[config.mk]
export PLATFORM = sky130hd
export DESIGN_NAME = carry_select_adder_32b
export DESIGN_NICKNAME = d
export VERILOG_FILES = /design/src/rtl/csa_pkg.sv /design/src/rtl/csa_rca_block.sv /design/src/rtl/carry_select_adder_32b.sv
export SDC_FILE = /design/constraint.sdc
export NUM_CORES = 1
export LEC_CHECK = 0
export ABC_AREA = 1
export ABC_CLOCK_PERIOD_IN_PS = 800
export BUFFER_PORTS_ARGS = -buffer_cell sky130_fd_sc_hd__buf_2
export CORE_ASPECT_RATIO = 1.1
export CORE_MARGIN = 5
export CORE_UTILIZATION = 34
export DETAILED_ROUTE_END_ITERATION = 10
export PLACE_DENSITY = 0.66
export SLEW_MARGIN = 20
export SYNTH_ARGS = -nofsm -noshare
export SYNTH_HDL_FRONTEND = slang
export SYNTH_SLANG_ARGS = --single-unit
[constraint.sdc]
create_clock -name clk -period 0.8 [get_ports clk]
set_clock_uncertainty 0.1 [all_clocks]
set_input_delay 0.24 -clock clk [delete_from_list [all_inputs] [get_ports clk]]
set_output_delay 0.24 -clock clk [all_outputs]
set_load 0.02 [all_outputs]
[src/rtl/csa_pkg.sv]
// Shared sizing and types for the 32-bit carry-select adder.
package csa_pkg;
    localparam int CSA_WIDTH      = 32;
    localparam int CSA_BLOCK_W    = 4;
    localparam int CSA_NUM_BLOCKS = CSA_WIDTH / CSA_BLOCK_W;

    typedef logic [CSA_WIDTH-1:0] csa_word_t;
endpackage

[src/rtl/csa_rca_block.sv]
// BLOCK_W-bit ripple-carry adder built from full-adder equations.
module csa_rca_block #(
    parameter int BLOCK_W = 4
) (
    input  logic [BLOCK_W-1:0] a,
    input  logic [BLOCK_W-1:0] b,
    input  logic               cin,
    output logic [BLOCK_W-1:0] s,
    output logic               cout
);
    logic [BLOCK_W:0] c;

    assign c[0] = cin;

    for (genvar i = 0; i < BLOCK_W; i++) begin : g_fa
        assign s[i]   = a[i] ^ b[i] ^ c[i];
        assign c[i+1] = (a[i] & b[i]) | (c[i] & (a[i] ^ b[i]));
    end

    assign cout = c[BLOCK_W];
endmodule

[src/rtl/carry_select_adder_32b.sv]
// Registered carry-select adder: {c_out, sum} = a + b + c_in, one-cycle latency.
// Define CSA_OVF_EN to add a registered signed-overflow flag (ovf).
module carry_select_adder_32b
    import csa_pkg::*;
#(
    parameter int WIDTH   = CSA_WIDTH,
    parameter int BLOCK_W = CSA_BLOCK_W
) (
    input  logic             clk,
    input  logic             rst_n,
    input  logic             in_valid,
    input  logic [WIDTH-1:0] a,
    input  logic [WIDTH-1:0] b,
    input  logic             c_in,
    output logic [WIDTH-1:0] sum,
    output logic             c_out,
    output logic             out_valid
`ifdef CSA_OVF_EN
   ,output logic             ovf
`endif
);
    localparam int NB = WIDTH / BLOCK_W;

    logic [NB:0]        blk_c;
    logic [WIDTH-1:0]   sum_w;

    assign blk_c[0] = c_in;

    csa_rca_block #(.BLOCK_W(BLOCK_W)) u_blk0 (
        .a    (a[BLOCK_W-1:0]),
        .b    (b[BLOCK_W-1:0]),
        .cin  (blk_c[0]),
        .s    (sum_w[BLOCK_W-1:0]),
        .cout (blk_c[1])
    );

    // Upper blocks compute both carry-in cases; the incoming block carry picks one.
    for (genvar k = 1; k < NB; k++) begin : g_blk
        logic [BLOCK_W-1:0] s0, s1;
        logic               c0, c1;

        csa_rca_block #(.BLOCK_W(BLOCK_W)) u_rca0 (
            .a    (a[k*BLOCK_W +: BLOCK_W]),
            .b    (b[k*BLOCK_W +: BLOCK_W]),
            .cin  (1'b0),
            .s    (s0),
            .cout (c0)
        );

        csa_rca_block #(.BLOCK_W(BLOCK_W)) u_rca1 (
            .a    (a[k*BLOCK_W +: BLOCK_W]),
            .b    (b[k*BLOCK_W +: BLOCK_W]),
            .cin  (1'b1),
            .s    (s1),
            .cout (c1)
        );

        assign sum_w[k*BLOCK_W +: BLOCK_W] = blk_c[k] ? s1 : s0;
        assign blk_c[k+1]                  = blk_c[k] ? c1 : c0;
    end

    always_ff @(posedge clk or negedge rst_n) begin
        if (!rst_n) begin
            sum       <= '0;
            c_out     <= 1'b0;
            out_valid <= 1'b0;
`ifdef CSA_OVF_EN
            ovf       <= 1'b0;
`endif
        end else begin
            out_valid <= in_valid;
            if (in_valid) begin
                sum   <= sum_w;
                c_out <= blk_c[NB];
`ifdef CSA_OVF_EN
                ovf   <= (a[WIDTH-1] == b[WIDTH-1]) && (sum_w[WIDTH-1] != a[WIDTH-1]);
`endif
            end
        end
    end
endmodule

After elaboration in Yosys (flattened, before gate mapping)
Cells that the tools add are included.
{"block": "totals", "word_cells": 233, "register_bits": 34}
{"block": "op_classes", "n_mux": 14, "bitwise_logic": 216}
{"operator": "bitwise AND 1 bit", "count": 78}
{"operator": "bitwise XOR 1 bit", "count": 78}
{"operator": "OR 1 bit", "count": 53}
{"operator": "two-way mux 4 bit", "count": 7}
{"operator": "two-way mux 1 bit", "count": 7}
{"operator": "inverter 1 bit", "count": 7}

Logic depth before layout (Yosys ltp)
Gate-level depths: netlist (run 1).
{"block": "depth", "depth_word": 16, "ltp_mapped": 52, "mapped_depth_nobuf": 52}

Cells and area by module
A second synthesis (run 1) with hierarchy kept.
{"block": "unflattened", "cells_unflattened": 431, "area_unflattened_um2": 3632.2}
{"module": "carry_select_adder_32b", "area_per_inst_um2": 1868.0, "instances": 1, "cells_per_inst": 221}
{"module": "csa_rca_block", "area_per_inst_um2": 117.6, "instances": 15, "cells_per_inst": 14}

Worst setup path after synthesis (run 1)
Ideal clock, no wire load.
{"block": "synth_path", "path_kind": "in2reg", "startpoint": "input port a[0]", "endpoint": "register sum[31]", "t_required_ns": 0.626, "path_stages": 45, "path_slack_ns": -9.332, "setup_time_ns": 0.074, "arrival_ns": 9.958, "path_cell_list": "fa_1 > fa_1 > fa_1 > inv_1 > fa_1 > o21ai_0 > fa_1 > fa_1 > inv_1 > fa_1 > inv_1 > o21ai_0 > fa_1 > inv_1 > fa_1 > fa_1 > o21ai_0 > fa_1 > (+9 left out) > o21ai_0 > fa_1 > fa_1 > inv_1 > fa_1 > o21ai_0 > fa_1 > fa_1 > inv_1 > fa_1 > inv_1 > o21ai_0 > fa_1 > inv_1 > fa_1 > inv_1 > fa_1 > o21ai_2"}
{"block": "synth_between", "elab_chain_len": 16, "elab_cells_between_ends": 17, "cone_classes": "7 x mux; 10 x bitwise"}
{"item": "start: declaration", "line_no": "carry_select_adder_32b.sv:12", "text": "input logic [WIDTH-1:0] a,"}
{"item": "bitwise XOR 1 bit", "line_no": "csa_rca_block.sv:17", "text": "assign c[i+1] = (a[i] & b[i]) | (c[i] & (a[i] ^ b[i]));"}
{"item": "bitwise AND 1 bit", "line_no": "csa_rca_block.sv:17"}
{"item": "OR 1 bit (*)", "line_no": "csa_rca_block.sv:17"}
{"item": "bitwise AND 1 bit (*)", "line_no": "csa_rca_block.sv:17"}
{"item": "OR 1 bit (*)", "line_no": "csa_rca_block.sv:17"}
{"item": "bitwise AND 1 bit (*)", "line_no": "csa_rca_block.sv:17"}
{"item": "OR 1 bit (*)", "line_no": "csa_rca_block.sv:17"}
{"item": "bitwise AND 1 bit (*)", "line_no": "csa_rca_block.sv:17"}
{"item": "OR 1 bit (*)", "line_no": "csa_rca_block.sv:17"}
{"item": "two-way mux 1 bit (*) (6 in series)", "line_no": "carry_select_adder_32b.sv:59", "text": "assign blk_c[k+1] = blk_c[k] ? c1 : c0;"}
{"item": "two-way mux 4 bit (*)", "line_no": "carry_select_adder_32b.sv:58", "text": "assign sum_w[k*BLOCK_W +: BLOCK_W] = blk_c[k] ? s1 : s0;"}
{"item": "end signal: assignment", "line_no": "carry_select_adder_32b.sv:73", "text": "sum <= sum_w;"}
{"item": "end: declaration", "line_no": "carry_select_adder_32b.sv:15", "text": "output logic [WIDTH-1:0] sum,"}
Mark *: on every way between the ends. The rest lies on a longest branch, timed or not.
A chain may end at the register's enable or synchronous reset.

Final worst setup path (run 1)
{"block": "layout_path", "startpoint": "input port c_in", "endpoint": "register sum[31]"}
{"block": "layout_between", "elab_chain_len": 15}
{"item": "start: declaration", "line_no": "carry_select_adder_32b.sv:14", "text": "input logic c_in,"}
{"item": "bitwise AND 1 bit", "line_no": "csa_rca_block.sv:17"}
{"item": "OR 1 bit", "line_no": "csa_rca_block.sv:17"}
{"item": "bitwise AND 1 bit", "line_no": "csa_rca_block.sv:17"}
{"item": "OR 1 bit", "line_no": "csa_rca_block.sv:17"}
{"item": "bitwise AND 1 bit", "line_no": "csa_rca_block.sv:17"}
{"item": "OR 1 bit", "line_no": "csa_rca_block.sv:17"}
{"item": "bitwise AND 1 bit", "line_no": "csa_rca_block.sv:17"}
{"item": "OR 1 bit", "line_no": "csa_rca_block.sv:17"}
{"item": "two-way mux 1 bit (6 in series)", "line_no": "carry_select_adder_32b.sv:59"}
{"item": "two-way mux 4 bit", "line_no": "carry_select_adder_32b.sv:58"}
No other way between the ends.

==> results of run 1 <==
## layout make-up
cell class / instances / share of cell area, %
multi-input combinational: 156 / 36.0
clock buffer: 7 / 2.43
clock inverter: 1 / 0.141
inverter: 56 / 6.12
sequential: 34 / 23.9
timing repair buffer: 134 / 28.5
tap: 82 / 2.89
## placed cells by master, fill, tap and decap left out, types with 7 or more instances in the layout
| master | n |
|---|---|
| nand2_1 | 90 |
| buf_2 | 66 |
| inv_1 | 43 |
| buf_6 | 39 |
| dfrtp_1 | 34 |
| buf_4 | 26 |
| fa_2 | 25 |
| o21ai_2 | 17 |
| ha_1 | 14 |
| inv_2 | 12 |
| nand3_1 | 7 |
## report_power, final
part / switching (uW) / internal (uW) / leakage [uW]
logic: 1270 / 1440 / 0.00151
clock network: 618 / 694 / 0.0000482
registers: 228 / 2030 / 0.000412
## registers in the layout (all words and copies together) (netlist names)
register   flops
out_valid      1
c_out          1
sum           32
## path summary, 6_finish.rpt
check                           slack, ns       to  startpoint  depth (start not counted)
max in group asynchronous            0.08  sum[27]       rst_n                          3
worst min register to register       0.41  sum[15]     sum[15]                          2
worst min-delay path                 0.25   sum[2]        b[2]                          4
worst max-delay path                -8.56  sum[31]        c_in                         47
min in group asynchronous            0.34  sum[10]       rst_n                          3
worst max register to register      -0.16  sum[11]     sum[11]                          4
## metal layers
| metal | part of all wire (%) | track usage (%) | vias to the layer above |
|---|---|---|---|
| li1 | - | - | 999 |
| met1 | 40 | 16.5 | 894 |
| met2 | 49 | 21.4 | 67 |
| met3 | 9.6 | 4.42 | 6 |
| met4 | 0.90 | 3.14 | 0 |
| met5 | 0 | 0 | - |
## critical path: cells and delay by family
kind / cells / cell delay, ns
AOI/OAI and AO/OA: 8 / 0.66
and+or+nand+nor: 1 / 0.05
adders and majority gates: 25 / 7.71
buffers and inverters: 13 / 0.77
## cell families after synthesis
logic type               after synthesis  share of synthesized area [%]
AO/OA/AOI/OAI                         17                           5.27
buffers and inverters                 63                           12.6
AND/OR/NAND/NOR                      100                           16.5
flip-flops                            34                           36.6
adder cells (fa/ha/maj)               39                           29.0
## repair_timing
item	in CTS	in global routing
pin swaps	24	4
setup buffers	12	12
gates resized for setup	75	5
setup endpoints to repair	67	67
endpoints found under the hold margin	34	0
hold buffers	1	0
## metrics by stage
stage | power (uW) | instance area, um2
CTS | 6230 | 3450
floorplan | 3490 | 2410
global placement | 4240 | 3040
detailed placement | 4300 | 3040
finish | 6270 | 3560
global route | 6750 | 3560
==> results_tabular.tex, run 1 <==
\begin{tabular}{lr}
\hline
Metric & Value \\
\hline
\multicolumn{2}{l}{\textbf{Status}} \\
\quad Outcome & finished, violations left \\
\quad Violations in the final reports & setup timing \\
\multicolumn{2}{l}{\textbf{Floorplan}} \\
\quad Starting density of the core & 35.1\% \\
\quad Core footprint & 0.00663 mm2 \\
\quad Core Rows & 31 \\
\quad Die span in x & between 80 and 90 um \\
\quad Top Ports & 102 \\
\quad Die Outline Area & approximately 0.0086 mm2 \\
\quad Die height & 96.7 um \\
\multicolumn{2}{l}{\textbf{Clocking}} \\
\quad Clock tree from TritonCTS & done \\
\quad Clock latency on the worst-skew pair & approximately 0.28 ns \\
\quad Clk slew on worst S/H paths & around 0.07 ns \\
\quad Root Driver & clkbuf\_8 \\
\quad CTS buffer count & 5 \\
\quad CTS HTree Levels & 2 \\
\quad TritonCTS sink count & 34 \\
\quad Bufs on Longest Clock Path & 2 \\
\multicolumn{2}{l}{\textbf{Yosys}} \\
\quad Synth Register Bits & 34 \\
\quad Unique masters post-synth & 12 \\
\quad Dominant cells by area after synthesis & dfrtp\_1 37\%, fa\_1 22\%, nand2\_1 15\%, inv\_1 8.9\%, ha\_1 7.5\% \\
\quad Yosys Warn Count & 0 \\
\quad Number of instances in the synthesized netlist & 253 \\
\quad Fraction of synthesis flops using an asynchronous set or reset pin & 100\% \\
\quad Cell types with the highest counts after synthesis & 93 x nand2\_1, 55 x inv\_1, 34 x dfrtp\_1 \\
\quad Sequential fraction of the synthesis area & between 30\% and 40\% \\
\quad Syn\_area\_per\_cell & 9.19 um2 \\
\quad EDFF count, synth & 0 \\
\quad Cell area after synthesis & roughly 0.0023 mm2 \\
\quad Post-synth net total & 360 \\
\quad Primary FF master, synth & dfrtp\_1 \\
\quad Area share of the largest cell type after synthesis & 36.6\% \\
\quad Library cell occupying the most area in the post-synthesis netlist & dfrtp\_1 \\
\quad Most common cell in the netlist & nand2\_1 \\
\multicolumn{2}{l}{\textbf{STA}} \\
\quad Clock period minus worst slack & approximately 9.4 ns \\
\quad Final hold slack & 0.252 ns \\
\quad Upper clock frequency limit & 0.107 GHz \\
\quad Max\_slew headroom & 82.6\% \\
\quad Period Utilization, post-route & 1170\% \\
\quad Total count of max-transition violations in the final report & 0 \\
\quad Setup violation total in the final timing report & 67 \\
\quad Worst-case setup margin in the final layout & -8.56 ns \\
\quad Final hold violations & 0 \\
\quad Least-Margin Pin Slew & 0.261 ns \\
\quad Setup repair after global routing missed its margin & true \\
\quad Accumulated negative setup slack & -160.24 ns \\
\multicolumn{2}{l}{\textbf{Power and ir drop}} \\
\quad P\_leak & around 0.0020 uW \\
\quad Worst voltage drop across the vdd grid & 0.919 mV \\
\quad Power density over the cells & 1760 mW/mm2 \\
\multicolumn{2}{l}{\textbf{Global routing}} \\
\quad GRT Total Usage & 13.1\% \\
\quad Largest net degree at the start of global routing & 44 \\
\quad Number of antenna violations at the first check in global routing & 0 \\
\quad Overall overflow remaining after global route & 0 \\
\quad First-pass GRT wire length & 9020 um \\
\quad Vias in the first global route & 2021 \\
\multicolumn{2}{l}{\textbf{Critical path}} \\
\quad Critical Path Most Common Cell & fa\_2 \\
\quad Crit path required time & 0.87 ns \\
\quad Crit. End Element & flip-flop \\
\quad Critical path arrival & 9.44 ns \\
\quad Crit Path Class & input port to flip-flop \\
\quad Critical path startpoint category & input port \\
\quad Critical Path Fanout Max & 3 \\
\quad Slowest Stage Delay on Critical Path & 0.52 ns \\
\quad Standard cell with the maximum stage delay on the critical path & fa\_2 \\
\multicolumn{2}{l}{\textbf{Routing}} \\
\quad Vias after detailed routing & between 1500 and 2000 \\
\quad Detailed Route Iter0 Violations & 21 \\
\quad Antenna-violating nets left & 0 \\
\quad DR WL/cell & 11.3 um \\
\quad Number of remaining DRC errors & 0 \\
\quad Average vias per placed instance & 4.18 \\
\quad Final WL & 5330 um \\
\quad Detailed-router iteration count before antenna repair & 4 \\
\multicolumn{2}{l}{\textbf{Place}} \\
\quad Placer congestion estimate & 0.750 \\
\quad Post-placement cell count & approximately 440 \\
\quad Number of port buffers & around 100 \\
\quad Post-detail-place hpwl & between 4000 and 5000 um \\
\quad Place WS & -8.96 ns \\
\multicolumn{2}{l}{\textbf{Layout}} \\
\quad Area growth from synthesis to final layout & 52.9\% \\
\quad Filler Cell Count & 589 \\
\quad Final core utilization & 53.6\% \\
\quad Sequential cell area in the final layout & 851 um2 \\
\quad Area occupied by multi-input gates & between 0.001 and 0.0015 mm2 \\
\quad Antenna cells & 0 \\
\quad Fraction of layout cells with a size suffix above 1 & 51.0\% \\
\quad Post-layout nets & 494 \\
\quad Non-filler instance count after layout & 470 \\
\multicolumn{2}{l}{\textbf{Flow run}} \\
\quad Maximum capacitance violations & 0 \\
\multicolumn{2}{l}{\textbf{Worst hold path}} \\
\quad Hold Crit Class & input port to flip-flop \\
\hline
\end{tabular}
Note: power is estimated with default switching activity, not from simulation.
==> run 2: changes to the inputs <==
Settings changed: SKIP_CTS_REPAIR_TIMING from default to 1.
==> run 2 against run 1 <==
Against the previous run:
- the flow still finishes with violations (setup timing)
- hold slack got worse by 0.00078 ns
- first-iteration DRC count fell by 14%
- core utilization fell by 1.2 points
- highest routed layer unchanged
==> results_tabular.tex, run 2 (synthesis results as in run 1) <==
\begin{tabular}{lr}
\hline
Metric & Value \\
\hline
\multicolumn{2}{l}{\textbf{Status}} \\
\quad Outcome & finished, violations left \\
\quad Violations in the final reports & setup timing \\
\multicolumn{2}{l}{\textbf{Power and ir drop}} \\
\quad P\_leak & 0.00192 uW (-2.4\%) \\
\quad Clock network fraction of design power & 21.2\% (+0.3 points) \\
\quad Share of total power consumed by net switching & 33.8\% (+0.13 points) \\
\quad Worst voltage drop across the vdd grid & 0.896 mV (-2.5\%) \\
\quad Internal power contribution & 4090 uW (-1.6\%) \\
\quad Logic gate share of total power & 42.3\% (-0.8 points) \\
\quad Power density over the cells & 1780 mW/mm2 (+0.79\%) \\
\quad Reported net switching power & 2090 uW (-1.1\%) \\
\quad Seq pwr share & 36.5\% (+0.5 points) \\
\multicolumn{2}{l}{\textbf{Routing}} \\
\quad Detailed-router iteration count before antenna repair & 4 (unchanged) \\
\quad Number of remaining DRC errors & 0 (unchanged) \\
\quad Final WL & 5260 um (-1.2\%) \\
\quad Antenna-violating nets left & 0 (unchanged) \\
\quad Average vias per placed instance & 4.19 (+0.14\%) \\
\quad DR WL/cell & 11.4 um (+0.75\%) \\
\quad Detailed Route Iter0 Violations & 18 (-14\%) \\
\quad Vias after detailed routing & 1931 (-1.8\%) \\
\multicolumn{2}{l}{\textbf{Layout}} \\
\quad Area growth from synthesis to final layout & 49.5\% \\
\quad Fraction of layout cells with a size suffix above 1 & 49.9\% (-1.2 points) \\
\quad Antenna cells & 0 (unchanged) \\
\quad Largest registers in the final layout & sum: 32 flops, c\_out: 1 flops, out\_valid: 1 flops \\
\quad Flip-flop count of the largest register after layout & 32 (unchanged) \\
\quad Most frequent cells in the layout & 90 x nand2\_1, 66 x buf\_2, 43 x inv\_1 \\
\quad Design Area, Final & 0.00348 mm2 (-2.2\%) \\
\quad Leading cell type in the layout, fill and taps excluded & nand2\_1 \\
\quad Post-layout nets & 485 (-1.8\%) \\
\quad Register bank with the most flops & sum \\
\multicolumn{2}{l}{\textbf{STA}} \\
\quad Setup violation total in the final timing report & 67 (unchanged) \\
\quad Clock period minus worst slack & 9.40 ns (+0.0328 ns) \\
\quad Setup repair after global routing missed its margin & true \\
\quad Max\_slew headroom & 82.6\% (about the same) \\
\quad Period Utilization, post-route & 1170\% (+4.1 points) \\
\quad Total count of max-transition violations in the final report & 0 (unchanged) \\
\quad Least-Margin Pin Slew & 0.261 ns (-0.000786 ns) \\
\quad Upper clock frequency limit & 0.106 GHz (-0.35\%) \\
\quad Final hold violations & 0 (unchanged) \\
\quad Worst-case setup margin in the final layout & -8.60 ns (-0.0328 ns) \\
\multicolumn{2}{l}{\textbf{Critical path}} \\
\quad Cell depth of the worst flop-to-flop path & 4 (unchanged) \\
\quad Flop2flop setup slack & -0.13 ns (+0.03 ns) \\
\quad Critical Path Fanout Max & 4 (+1) \\
\quad Crit Path Class & input port to flip-flop \\
\quad Crit. End Element & flip-flop \\
\quad Critical path startpoint category & input port \\
\quad Slowest Stage Delay on Critical Path & 0.52 ns (about the same) \\
\quad Standard cell with the maximum stage delay on the critical path & fa\_2 \\
\quad Critical path arrival & 9.47 ns (+0.03 ns) \\
\quad Reg-to-reg critical path startpoint & sum[10] \\
\quad RR Endpoint & sum[10] \\
\quad Crit path required time & 0.87 ns (about the same) \\
\quad Critical Path Most Common Cell & fa\_2 \\
\multicolumn{2}{l}{\textbf{Global routing}} \\
\quad GRT Total Usage & 12.3\% (-0.76 points) \\
\quad Largest net degree at the start of global routing & 44 (unchanged) \\
\quad Number of antenna violations at the first check in global routing & 0 (unchanged) \\
\quad Overall overflow remaining after global route & 0 (unchanged) \\
\quad Vias in the first global route & 1862 (-7.9\%) \\
\quad First-pass GRT wire length & 8490 um (-5.8\%) \\
\multicolumn{2}{l}{\textbf{Clocking}} \\
\quad Clock latency on the worst-skew pair & 0.28 ns (about the same) \\
\quad Clk slew on worst S/H paths & 0.07 ns (about the same) \\
\quad CTS HTree Levels & 2 (unchanged) \\
\quad Bufs on Longest Clock Path & 2 (unchanged) \\
\quad TritonCTS sink count & 34 (unchanged) \\
\quad Clock tree from TritonCTS & done \\
\quad Root Driver & clkbuf\_8 \\
\quad CTS buffer count & 5 (unchanged) \\
\multicolumn{2}{l}{\textbf{Worst hold path}} \\
\quad End of the worst hold path & sum[2] \\
\quad Cell depth of the worst min-delay path & 4 (unchanged) \\
\quad Min-Delay Startpoint & b[2] \\
\quad Hold Crit Class & input port to flip-flop \\
\multicolumn{2}{l}{\textbf{Place}} \\
\quad Place WS & -8.96 ns (unchanged) \\
\quad Number of port buffers & 101 (unchanged) \\
\quad Placer congestion estimate & 0.750 (unchanged) \\
\quad Cell area after placement & 0.00304 mm2 (unchanged) \\
\quad Post-detail-place hpwl & 4120 um (unchanged) \\
\multicolumn{2}{l}{\textbf{Floorplan}} \\
\quad Die height & 96.7 um (unchanged) \\
\quad Die Outline Area & 0.00860 mm2 (unchanged) \\
\quad Core footprint & 0.00663 mm2 (unchanged) \\
\quad Top Ports & 102 (unchanged) \\
\quad Core Rows & 31 (unchanged) \\
\quad Die span in x & 88.9 um (unchanged) \\
\quad Starting density of the core & 35.1\% (unchanged) \\
\multicolumn{2}{l}{\textbf{Flow run}} \\
\quad Maximum capacitance violations & 0 (unchanged) \\
\hline
\end{tabular}
[run 2: per-layer routing]
metal / GRT usage [%] / share of wire [%]
met1: 16.3 / 41
met4: 3.14 / 0.91
met3: 3.99 / 9.6
met5: 0 / 0
met2: 19.3 / 49
[run 2: stage by stage]
| stage | util (%) | hold WS (ns) | instances | setup TNS [ns] | total power (uW) |
|---|---|---|---|---|---|
| CTS | 47.2 | -0.194 | 446 | -162.62 | 5650 |
| global route | 52.4 | 0.250 | 461 | -168.64 | 6660 |
| detailed placement | 45.8 | 0.118 | 438 | -161.55 | 4300 |
| floorplan | - | -0.156 | 253 | -148.76 | 3490 |
| finish | 52.4 | 0.251 | 461 | -160.32 | 6180 |
| global placement | 45.8 | 0.115 | 438 | -159.68 | 4240 |
[run 2: worst max-delay path by stage]
stage,from,to,cells after the start
6_report,c_in,sum[31],47
5_1_grt,c_in,sum[31],47
4_1_cts,c_in,sum[31],46
3_5_place_dp,c_in,sum[31],47
3_3_place_gp,c_in,sum[31],47
2_1_floorplan,c_in,sum[31],46
[run 2: final cells by class]
| cell class | instances | area (um2) |
|---|---|---|
| repair buffers | 125 | 936 |
| multi-input cells | 156 | 1280 |
| fillers | 592 | 3160 |
| clock inverters | 1 | 5.00 |
| inverters | 56 | 218 |
| clock buffers | 7 | 86.3 |
| flip-flops and latches | 34 | 851 |
| well taps | 82 | 103 |
[run 2: worst max-delay path, delay by kind of cell]
family          cells  cell delay, ns
compound gates      8            0.65
simple gates        1            0.05
fa+ha+maj          25            7.75
buf+inv            13            0.77
[run 2: power by group through the flow]
stage	Clock, uW	Sequential [uW]	Combinational (uW)
after floorplan	0	2600	897
after global placement	0	2210	2030
after detailed placement	0	2210	2090
after CTS	1370	2190	2090
after global routing	1470	2290	2900
final	1310	2260	2620
